$ cat config.mk
export PLATFORM = sky130hd
export DESIGN_NAME = pipeline_fetchq
export DESIGN_NICKNAME = d
export VERILOG_FILES = /design/src/rtl/pipeline_pkg.sv /design/src/rtl/fetchq_ram.sv /design/src/rtl/pipeline_fetchq.sv
export SDC_FILE = /design/constraint.sdc
export NUM_CORES = 1
export LEC_CHECK = 0
export ABC_AREA = 1
export CORE_MARGIN = 8
export CORE_UTILIZATION = 45
export DETAILED_ROUTE_END_ITERATION = 10
export PLACE_DENSITY = 0.75
export REMOVE_ABC_BUFFERS = 1
export SLEW_MARGIN = 5
export SYNTH_ARGS = -nofsm -noshare
export SYNTH_HDL_FRONTEND = slang
export SYNTH_HIERARCHICAL = 1
export SYNTH_SLANG_ARGS = --single-unit
$ cat constraint.sdc
create_clock -name clk -period 20.4 [get_ports clk]
set_input_delay 4.08 -clock clk [delete_from_list [all_inputs] [get_ports clk]]
set_output_delay 4.08 -clock clk [all_outputs]
set_load 0.05 [all_outputs]
$ cat src/rtl/pipeline_pkg.sv
// pipeline_pkg: shared constants and fetch-queue entry layout for the pipelined MIPS core
// Entry layout (96 bits): {instr[95:64], pc[63:32], pcplus4[31:0]}
package pipeline_pkg;
    localparam logic [31:0] NOP_INSTR      = 32'h00000000;
    localparam int          FETCHQ_ENTRY_W = 96;
    localparam int          INSTR_LSB      = 64;
    localparam int          PC_LSB         = 32;
    localparam int          PCPLUS4_LSB    = 0;
endpackage

$ cat src/rtl/fetchq_ram.sv
// fetchq_ram: DEPTH x 96 fetch-queue storage, synchronous write, asynchronous read, no reset
// Ports: clk; we/waddr/wdata write port; raddr/rdata combinational read port
module fetchq_ram
    import pipeline_pkg::*;
#(
    parameter int DEPTH = 4,
    parameter int AW    = 2
) (
    input  logic                      clk,
    input  logic                      we,
    input  logic [AW-1:0]             waddr,
    input  logic [FETCHQ_ENTRY_W-1:0] wdata,
    input  logic [AW-1:0]             raddr,
    output logic [FETCHQ_ENTRY_W-1:0] rdata
);
    logic [FETCHQ_ENTRY_W-1:0] mem [DEPTH];
    always_ff @(posedge clk)
        if (we) mem[waddr] <= wdata;
    assign rdata = mem[raddr];
endmodule

$ cat src/rtl/pipeline_fetchq.sv
// pipeline_fetchq: IF-to-ID instruction fetch queue with valid/ready handshake and branch flush
// Ports: clk, reset (async active-low), flush (pcsrc); in_valid/in_ready + in_instr/in_pc/in_pcplus4 from IF;
//        out_valid/out_ready + out_instr/out_pc/out_pcplus4 to ID (zero when !out_valid); count = occupancy
// Option: define FETCHQ_BYPASS_EN for a zero-latency path from IF to ID when the queue is empty
module pipeline_fetchq
    import pipeline_pkg::*;
#(
    parameter int DEPTH = 4,
    parameter int AW    = 2
) (
    input  logic          clk,
    input  logic          reset,
    input  logic          flush,
    input  logic          in_valid,
    output logic          in_ready,
    input  logic [31:0]   in_instr,
    input  logic [31:0]   in_pc,
    input  logic [31:0]   in_pcplus4,
    output logic          out_valid,
    input  logic          out_ready,
    output logic [31:0]   out_instr,
    output logic [31:0]   out_pc,
    output logic [31:0]   out_pcplus4,
    output logic [AW:0]   count
);
    localparam logic [AW:0] FULL = (AW+1)'(DEPTH);
    logic [AW-1:0]             wr_ptr, rd_ptr;
    logic [FETCHQ_ENTRY_W-1:0] head;
    logic                      byp, take, push, pop, wr_en, rd_en;
`ifdef FETCHQ_BYPASS_EN
    assign byp = (count == '0) & in_valid & ~flush;
`else
    assign byp = 1'b0;
`endif
    // a bypassed entry that ID takes immediately never touches storage
    assign take      = byp & out_ready;
    assign in_ready  = (count < FULL) | out_ready;
    assign out_valid = (count != '0) | byp;
    assign push      = in_valid & in_ready;
    assign pop       = out_valid & out_ready;
    assign wr_en     = push & ~flush & ~take;
    assign rd_en     = pop & ~flush & ~take;
    fetchq_ram #(.DEPTH(DEPTH), .AW(AW)) u_ram (
        .clk   (clk),
        .we    (wr_en),
        .waddr (wr_ptr),
        .wdata ({in_instr, in_pc, in_pcplus4}),
        .raddr (rd_ptr),
        .rdata (head)
    );
    assign out_instr   = !out_valid ? NOP_INSTR : byp ? in_instr   : head[INSTR_LSB +: 32];
    assign out_pc      = !out_valid ? 32'd0     : byp ? in_pc      : head[PC_LSB +: 32];
    assign out_pcplus4 = !out_valid ? 32'd0     : byp ? in_pcplus4 : head[PCPLUS4_LSB +: 32];
    always_ff @(posedge clk or negedge reset)
        if (!reset) begin
            wr_ptr <= '0;
            rd_ptr <= '0;
            count  <= '0;
        end else if (flush) begin
            wr_ptr <= '0;
            rd_ptr <= '0;
            count  <= '0;
        end else begin
            if (wr_en) wr_ptr <= wr_ptr + AW'(1);
            if (rd_en) rd_ptr <= rd_ptr + AW'(1);
            count <= count + (AW+1)'(wr_en) - (AW+1)'(rd_en);
        end
    assert property (@(posedge clk) disable iff (!reset)
        (count <= FULL) && !(rd_en && count == '0) && !(wr_en && !rd_en && count == FULL));
endmodule

## Yosys cells after proc, flatten, opt, wreduce, memory -nomap -nowiden

Memories as Yosys holds them, arrays and structs flattened.
Index checks and enable logic that the tools add are counted.

| word-level totals | value |
|---|---|
| register bits | 7 |
| latch bits | 0 |
| RAM bits | 384 |
| memory bits (read-only) | 0 |
| input port bits | 101 |
| output and inout port bits | 101 |
| word-level logic and storage cells | 28 |
| memories kept | 1 |

| cells by class | value |
|---|---|
| add/subtract/negate cells | 4 |
| multiply operators | 0 |
| div/mod/pow operators | 0 |
| magnitude comparators | 1 |
| equality and inequality tests | 0 |
| shift-type cells | 0 |
| muxes and demuxes | 10 |
| bitwise logic cells | 6 |
| reductions and logical operators | 3 |

Memory list:

| memory | depth | width | rd ports | clocked after Yosys merged registers in | wr ports | RTL line | source |
|---|---|---|---|---|---|---|---|
| u_ram.mem | 4 | 96 | 1 | 0 | 1 | fetchq_ram.sv:16 | `logic [FETCHQ_ENTRY_W-1:0] mem [DEPTH];` |

Operator list:

| kind | number |
|---|---|
| two-way mux 32 bit | 3 |
| two-way mux 2 bit | 4 |
| adder 2 x 1 -> 2 bit, second input constant | 2 |
| bitwise AND 1 bit | 4 |
| nonzero test 2 bit | 2 |
| adder 3 x 1 -> 3 bit | 1 |
| less-than comparator 3 bit, second input constant | 1 |
| two-way mux 3 bit | 1 |
| nonzero test 3 bit | 1 |
| subtractor 3 x 1 -> 3 bit | 1 |
| two-way mux 1 bit | 2 |
| inverter 1 bit | 1 |
| bitwise OR 1 bit | 1 |

## Logic depth before layout (Yosys ltp)

Gate-level depths: netlist of run 1.

| logic depth | value |
|---|---|
| depth after elaboration | 7 |
| mapped depth | 13 |
| mapped depth without buffers | 13 |

## Cells and area by module

The synthesis of run 1 kept the hierarchy.

By module, submodules not included:

| module | instances | cells each | area each (sq um) | seq. area each (sq um) |
|---|---|---|---|---|
| fetchq_ram | 1 | 1512 | 16077.9 | 11531.1 |
| pipeline_fetchq | 1 | 257 | 1212.4 | 175.2 |

## Worst setup path after synthesis of run 1

Ideal clock, no wire load.

| timing | value |
|---|---|
| path type | input -> register |
| start | input port out_ready |
| end | memory u_ram.mem[1][0] (enable) |
| library setup time | 669 ps |
| data arrival time | 11299 ps |
| data required time | 19731 ps |
| setup slack | 8432 ps |
| cell stages on the path | 6 |
| path buffers | 0 |
| path through | inv_1 > nand2_1 > nand2_1 > nor2_1 > inv_1 > nor3_1 |

| on the way | value |
|---|---|
| longest elaborated chain between the ends | 5 |

RTL lines:

| item | RTL line | source |
|---|---|---|
| start, declared | pipeline_fetchq.sv:20 | `input logic out_ready,` |
| bitwise OR 1 bit | pipeline_fetchq.sv:37 | `assign in_ready = (count < FULL) \| out_ready;` |
| named net in_ready | pipeline_fetchq.sv:15 | `output logic in_ready,` |
| bitwise AND 1 bit | pipeline_fetchq.sv:39 | `assign push = in_valid & in_ready;` |
| bitwise AND 1 bit | pipeline_fetchq.sv:41 | `assign wr_en = push & ~flush & ~take;` |
| named net wr_en | pipeline_fetchq.sv:29 | `logic byp, take, push, pop, wr_en, rd_en;` |
| two-way mux 1 bit | fetchq_ram.sv:18 | `if (we) mem[waddr] <= wdata;` |
| two-way mux 1 bit (implied by the code) | fetchq_ram.sv:18 |  |
| end, declared | fetchq_ram.sv:16 |  |

The timed path passes the listed nets, and every way through them passes these cells.

## Final worst setup path of run 1

| timing | value |
|---|---|
| start | input port out_ready |
| end | output port in_ready |

| on the way | value |
|---|---|
| longest elaborated chain between the ends | 1 |

RTL lines:

| item | RTL line |
|---|---|
| bitwise OR 1 bit | pipeline_fetchq.sv:37 |
| end, declared | pipeline_fetchq.sv:15 |

No other way between the ends.

==> results.sh, run 1 <==
export IMPL_post_route_period_util_pct=47.3
export IMPL_max_clock_path_buffers=3
export IMPL_crit_type="in -> out"
export IMPL_synth_top_cell_area_share_pct=66.7
export IMPL_grt_ovf=0
export IMPL_timing_critical_path_cells="clkdlybuf4s50_1 > inv_1 > nand2_1 > clkdlybuf4s50_1"
export IMPL_clock_insertion_delay_worst_skew_ns=0.54
export IMPL_chipHeight_um=212
export IMPL_worst_setup_path_end_kind="output port"
export IMPL_grt_pass1_vias=12000
export IMPL_whs_path_depth=2
export IMPL_cts_num_sinks=391
export IMPL_syn_area_per_cell_um2=9.77
export IMPL_postCtsSetupBuffers=0
export IMPL_tot_gr_track_use_pct=17.0
export IMPL_layout_area_overhead_vs_synth_pct=21.1
export IMPL_worst_clock_skew_ns=0.0142
export IMPL_yosysUniqueCellTypes=19
export IMPL_rows=72
export IMPL_synth_yosys_warnings=6
export IMPL_core_area_um2=38300
export IMPL_fp_dieW_um=212
export IMPL_design_portCount=202
export IMPL_post_dp_hpwl_um=22100
export IMPL_port_buffers=201
export IMPL_synth_largest_area_cell="edfxtp_1"
export IMPL_start_kind="primary input"
export IMPL_max_freq_ghz=0.104
export IMPL_clk_pin_slew_worst_paths_ns=0.06
export IMPL_synth_seq_cells=391
export IMPL_layout_nets=2057
export IMPL_worst_ep_arrival_time_ns=5.56
export IMPL_post_drt_via_cell_ratio=4.65
export IMPL_critical_path_required_ns=16.32
export IMPL_max_cap_viol_count=0
export IMPL_dr_pass1_iters=5
export IMPL_power_ir_vdd_worst_mv=0.206
export IMPL_htree_levels=2
export IMPL_grt_pass1_wl_um=60400
export IMPL_timing_final_setup_violations=0
export IMPL_syn_inst=1769
export IMPL_number_of_pins_exceeding_their_max_slew_limit_in_the_final_report=0
export IMPL_fin_setup_tns_ns=0
export IMPL_syn_area_um2=17300
export IMPL_cts_inserted_buffers=40
export IMPL_floorplan_die_area_um2=45000
export IMPL_post_route_cells_drive_above_1_share_pct=3.83
export IMPL_drt_antenna_violating_nets=0
export IMPL_drc_errors=0
export IMPL_leakage_nw=9.53
export IMPL_critical_path_slowest_cell="clkdlybuf4s50_1"
export IMPL_gpl_final_weighted_congestion=0.733
export IMPL_final_period_minus_worst_setup_slack_ns=9.64
export IMPL_wl_um=38000
export IMPL_timing_max_slew_rel_slack_pct=28.4
export IMPL_wl_per_cell_um=15.2
export IMPL_finalHoldViolCount=0
export IMPL_postLayoutCoreUtil_pct=54.7
export IMPL_cts_tree="done"
export IMPL_pin_slew_with_the_least_headroom_to_its_limit_ns=1.07
export IMPL_initial_utilization_pct=45.2
export IMPL_powerDensity_nw_per_um2=134
export IMPL_holdBufCountCts=0
export IMPL_post_synth_main_area_contributors="edfxtp_1 (67%), inv_1 (11%), nand2_1 (11%), nand3_1 (5.7%), nor2_1 (2.3%)"
export IMPL_cp_max_fo=4
export IMPL_hp_class="reg -> reg"
export IMPL_timing_critical_path_mode_cell="clkdlybuf4s50_1"
export IMPL_routed_via_count=11600
export IMPL_yosysSeqAreaShare_pct=67.7
export IMPL_cts_repair_resize_count=0
export IMPL_r2r_cells=6
export IMPL_detailedRoute_firstIterationViolations=721
export IMPL_root_buffer_selected_by_cts="clkbuf_16"
export IMPL_outcome="finished, final reports clean"
export IMPL_cp_slowest_stage_delay_ns=0.81
export IMPL_grt_max_degree=116
export IMPL_antenna_found_initial=4
export IMPL_unrepaired_setup_endpoints_after_global_routing="false"
kinds of logic (layout without fill, tap and decap cells):
group,after synthesis,count (layout),synth area share (%)
compound gates,1,1,0.0289
simple gates,803,803,18.9
xor+xnor,1,1,0.0507
fa+ha+maj,3,3,0.260
other cells,0,3,0
flops,391,391,67.7
buf+inv,570,783,13.0
per-stage QoR:
| step | power, mW | area (um^2) | worst slack (ns) | hold slack (ns) | std cells |
|---|---|---|---|---|---|
| after floorplan | 1.75 | 16900 | 8.43 | 0.556 | 1696 |
| after global placement | 2.13 | 19700 | 10.74 | 0.625 | 2429 |
| after detailed placement | 2.14 | 19700 | 10.77 | 0.658 | 2429 |
| after CTS | 2.84 | 20900 | 10.75 | 0.666 | 2500 |
| after global routing | 2.94 | 20900 | 10.68 | 0.695 | 2502 |
| final | 2.80 | 20900 | 10.76 | 0.665 | 2503 |
report_power, final:
part / internal [mW] / total, mW / leakage, nW / switching, mW
combinational: 0.333 / 1.17 / 5.36 / 0.837
clock: 0.403 / 0.685 / 0.597 / 0.282
sequential: 0.920 / 0.944 / 3.57 / 0.0238
total: 1.66 / 2.80 / 9.53 / 1.14
registers in the layout, summed over array words and instances (netlist names):
signal     count
count          3
u_ram/mem    384
wr_ptr         2
rd_ptr         2
critical path, delay by kind of cell:
kind,cells,cell delay (ns)
buf+inv,3,1.40
simple gates,1,0.08
final timing paths:
kind | slack [ns] | endpoint | startpoint
max | 10.76 | in_ready | out_ready
min | 0.66 | wr_ptr[1] | wr_ptr[1]
min reg2reg | 0.66 | wr_ptr[1] | wr_ptr[1]
max reg2reg | 18.18 | u_ram/mem[2][66] | count[2]
max in group asynchronous | 16.30 | rd_ptr[0] | reset
min in group asynchronous | 3.81 | count[0] | reset
placed cells by master (no fill, tap or decap):
cell type,n
inv_1,494
nand2_1,494
edfxtp_1,384
clkdlybuf4s50_1,201
nand3_1,196
nor2_1,105
clkbuf_16,41
clkinv_1,15
buf_4,14
clkbuf_1,5
clkinv_2,5
dfrtp_1,5
nor3_2,4
diode_2,3
bufinv_16,3
inv_4,2
nand4_1,2
ha_1,2
clkinvlp_4,2
dfrtp_4,2
nor2_2,1
nand2_2,1
xor2_1,1
a21oi_1,1
fa_1,1
inv_6,1
layer usage:
metal	part of all wire, %	wire length [um]	GRT usage [%]
met2	50	18900	29.6
met3	6.7	2540	3.71
met4	2.5	939	6.88
met5	0.061	23	0
met1	41	15600	20.3
Yosys cell counts (all sizes together):
| library cell | instances |
|---|---|
| nor3 | 4 |
| nand4 | 2 |
| xor2 | 1 |
| clkbuf | 11 |
| a21oi | 1 |
| edfxtp | 384 |
| fa | 1 |
| nor2 | 106 |
| dfrtp | 7 |
| ha | 2 |
| nand3 | 196 |
| inv | 497 |
| buf | 62 |
| nand2 | 495 |
cell type report:
type                       count  area [um^2]
antenna                        3         7.51
clock inverter                25          186
inverter                     497         1880
sequential                   391        11700
timing repair buffer         215         2120
tap                          518          648
clock buffer                  46         1040
multi-input combinational    808         3350
fill                        3261        17300
Power figures use the tool's default switching activity.
==> run 2: changes to the inputs <==
==> constraint.sdc (replaced) <==
create_clock -name clk -period 9.8 [get_ports clk]
set_input_delay 1.96 -clock clk [delete_from_list [all_inputs] [get_ports clk]]
set_output_delay 1.96 -clock clk [all_outputs]
set_load 0.05 [all_outputs]
==> results.sh, run 2 (synthesis results as in run 1) <==
export IMPL_clock_insertion_delay_worst_skew_ns=0.53
export IMPL_grt_pass1_wl_um=60200
export IMPL_cts_num_sinks=391
export IMPL_holdBufCountCts=0
export IMPL_max_cap_viol_count=0
export IMPL_power_ir_vdd_worst_mv=0.247
export IMPL_timing_final_setup_violations=0
export IMPL_port_buffers=201
export IMPL_highest_signal_layer="met5"
export IMPL_timing_critical_path_mode_cell="nand2_1"
export IMPL_post_dp_hpwl_um=22100
export IMPL_max_clock_path_buffers=3
export IMPL_largestRegisters="u_ram/mem (384), count (3)"
export IMPL_worst_clock_skew_ns=0.0198
export IMPL_start_kind="register"
export IMPL_clk_pin_slew_worst_paths_ns=0.06
export IMPL_cts_repair_resize_count=0
export IMPL_cp_max_fo=103
export IMPL_p_sw_mw=2.39
export IMPL_worst_ep_arrival_time_ns=4.09
export IMPL_final_hold_worst_slack_ns=0.650
export IMPL_wl_met2_um=18800
export IMPL_p_clk_share_pct=25.3
export IMPL_critical_path_slowest_cell="buf_4"
export IMPL_hp_class="reg -> reg"
export IMPL_tot_gr_track_use_pct=16.8
export IMPL_cts_inserted_buffers=41
export IMPL_post_drt_via_cell_ratio=4.63
export IMPL_met1_length_um=15700
export IMPL_grt_ovf=0
export IMPL_grt_max_degree=104
export IMPL_root_buffer_selected_by_cts="clkbuf_16"
export IMPL_cts_tree="done"
export IMPL_leakage_nw=9.58
export IMPL_max_freq_ghz=0.165
export IMPL_layout_nets=2058
export IMPL_antenna_found_initial=2
export IMPL_powerDensity_nw_per_um2=280
export IMPL_core_area_um2=38300
export IMPL_post_route_period_util_pct=61.7
export IMPL_detailedRoute_firstIterationViolations=749
export IMPL_timing_critical_path_cells="inv_6 > buf_4 > nand2_1 > nand3_1 > nand2_1 > inv_1 > nor2_1 > clkdlybuf4s50_1"
export IMPL_crit_type="reg -> out"
export IMPL_postLayoutCoreUtil_pct=54.9
export IMPL_floorplan_die_area_um2=45000
export IMPL_pin_slew_with_the_least_headroom_to_its_limit_ns=0.987
export IMPL_critical_path_required_ns=7.84
export IMPL_htree_levels=2
export IMPL_finalHoldViolCount=0
export IMPL_rows=72
export IMPL_initial_utilization_pct=45.2
export IMPL_gpl_final_weighted_congestion=0.730
export IMPL_swShare_pct=40.6
export IMPL_met3_wirelength_um=2440
export IMPL_worst_setup_path_end_kind="output port"
export IMPL_wl_um=37700
export IMPL_number_of_pins_exceeding_their_max_slew_limit_in_the_final_report=0
export IMPL_registers_top_by_ff_count="u_ram/mem"
export IMPL_fp_dieW_um=212
export IMPL_wl_per_cell_um=15.0
export IMPL_chipHeight_um=212
export IMPL_part_of_the_total_power_dissipated_in_combinational_logic_pct=41.0
export IMPL_post_route_cells_drive_above_1_share_pct=4.29
export IMPL_cp_slowest_stage_delay_ns=0.88
export IMPL_final_period_minus_worst_setup_slack_ns=6.05
export IMPL_dr_pass1_iters=5
export IMPL_layout_area_overhead_vs_synth_pct=21.6
export IMPL_unrepaired_setup_endpoints_after_global_routing="false"
export IMPL_drc_errors=0
export IMPL_cellInternalPower_mw=3.49
export IMPL_pwr_share_seq_pct=33.7
export IMPL_routed_via_count=11600
export IMPL_largest_register_ff_count=384
export IMPL_timing_max_slew_rel_slack_pct=34.2
export IMPL_outcome="finished, final reports clean"
export IMPL_grt_pass1_vias=11800
export IMPL_drt_antenna_violating_nets=0
export IMPL_highest_count_cells_in_the_layout_ignoring_fill_and_taps="inv_1 (494), nand2_1 (494), edfxtp_1 (384), clkdlybuf4s50_1 (201), nand3_1 (196)"
export IMPL_design_portCount=202
export IMPL_postCtsSetupBuffers=0
run 2: cell count changes in the layout (fill, tap and decap cells not counted), sizes merged:
cell / before / now
inv: 497 / 499
clkbuf: 46 / 51
clkinvlp: 2 / 1
clkinv: 20 / 15
run 2: cell type report:
class | count | area (um^2)
multi-input cells | 808 | 3350
clock inverters | 21 | 188
clock buffers | 51 | 1120
well taps | 518 | 648
diodes | 3 | 7.51
flip-flops and latches | 391 | 11700
fillers | 3243 | 17300
repair buffers | 215 | 2120
inverters | 497 | 1880
run 2: metal layers:
metal | vias to the layer above | global-route usage, %
met2 | 298 | 29.9
met1 | 5494 | 20.5
met4 | 4 | 4.51
met5 | - | 0
li1 | 5745 | -
met3 | 54 | 3.54
run 2: per-stage QoR:
step	setup TNS, ns	setup WS [ns]	total power [mW]	area [um^2]	cells
finish	0	3.75	5.89	21000	2504
detailed placement	0	4.22	4.45	19700	2429
floorplan	-18.30	-0.0480	3.65	16900	1696
CTS	0	3.63	5.95	21000	2501
global placement	0	4.27	4.41	19700	2429
global route	0	3.36	6.19	21000	2501
run 2: power by group through the flow:
stage / sequential [mW] / combinational, mW / clock, mW
final: 1.98 / 2.41 / 1.49
after CTS: 1.99 / 2.44 / 1.52
after floorplan: 2.07 / 1.58 / 0
after global routing: 1.99 / 2.60 / 1.59
after global placement: 2.02 / 2.40 / 0
after detailed placement: 2.02 / 2.43 / 0
run 2: path summary, 6_finish.rpt:
path	from	endpoint	slack [ns]	cells past startpoint
max	rd_ptr[0]	out_pc[24]	3.75	8
min	count[0]	count[0]	0.65	3
max reg2reg	count[2]	u_ram/mem[2][39]	7.42	6
min reg2reg	count[0]	count[0]	0.65	3
max in group asynchronous	reset	rd_ptr[1]	7.84	1
min in group asynchronous	reset	count[2]	1.69	1
run 2: critical path, delay by kind of cell, from the launching register on:
family                 cells  cell delay (ns)
buffers and inverters      4             2.35
and+or+nand+nor            4             0.38
DFF                        1             0.78
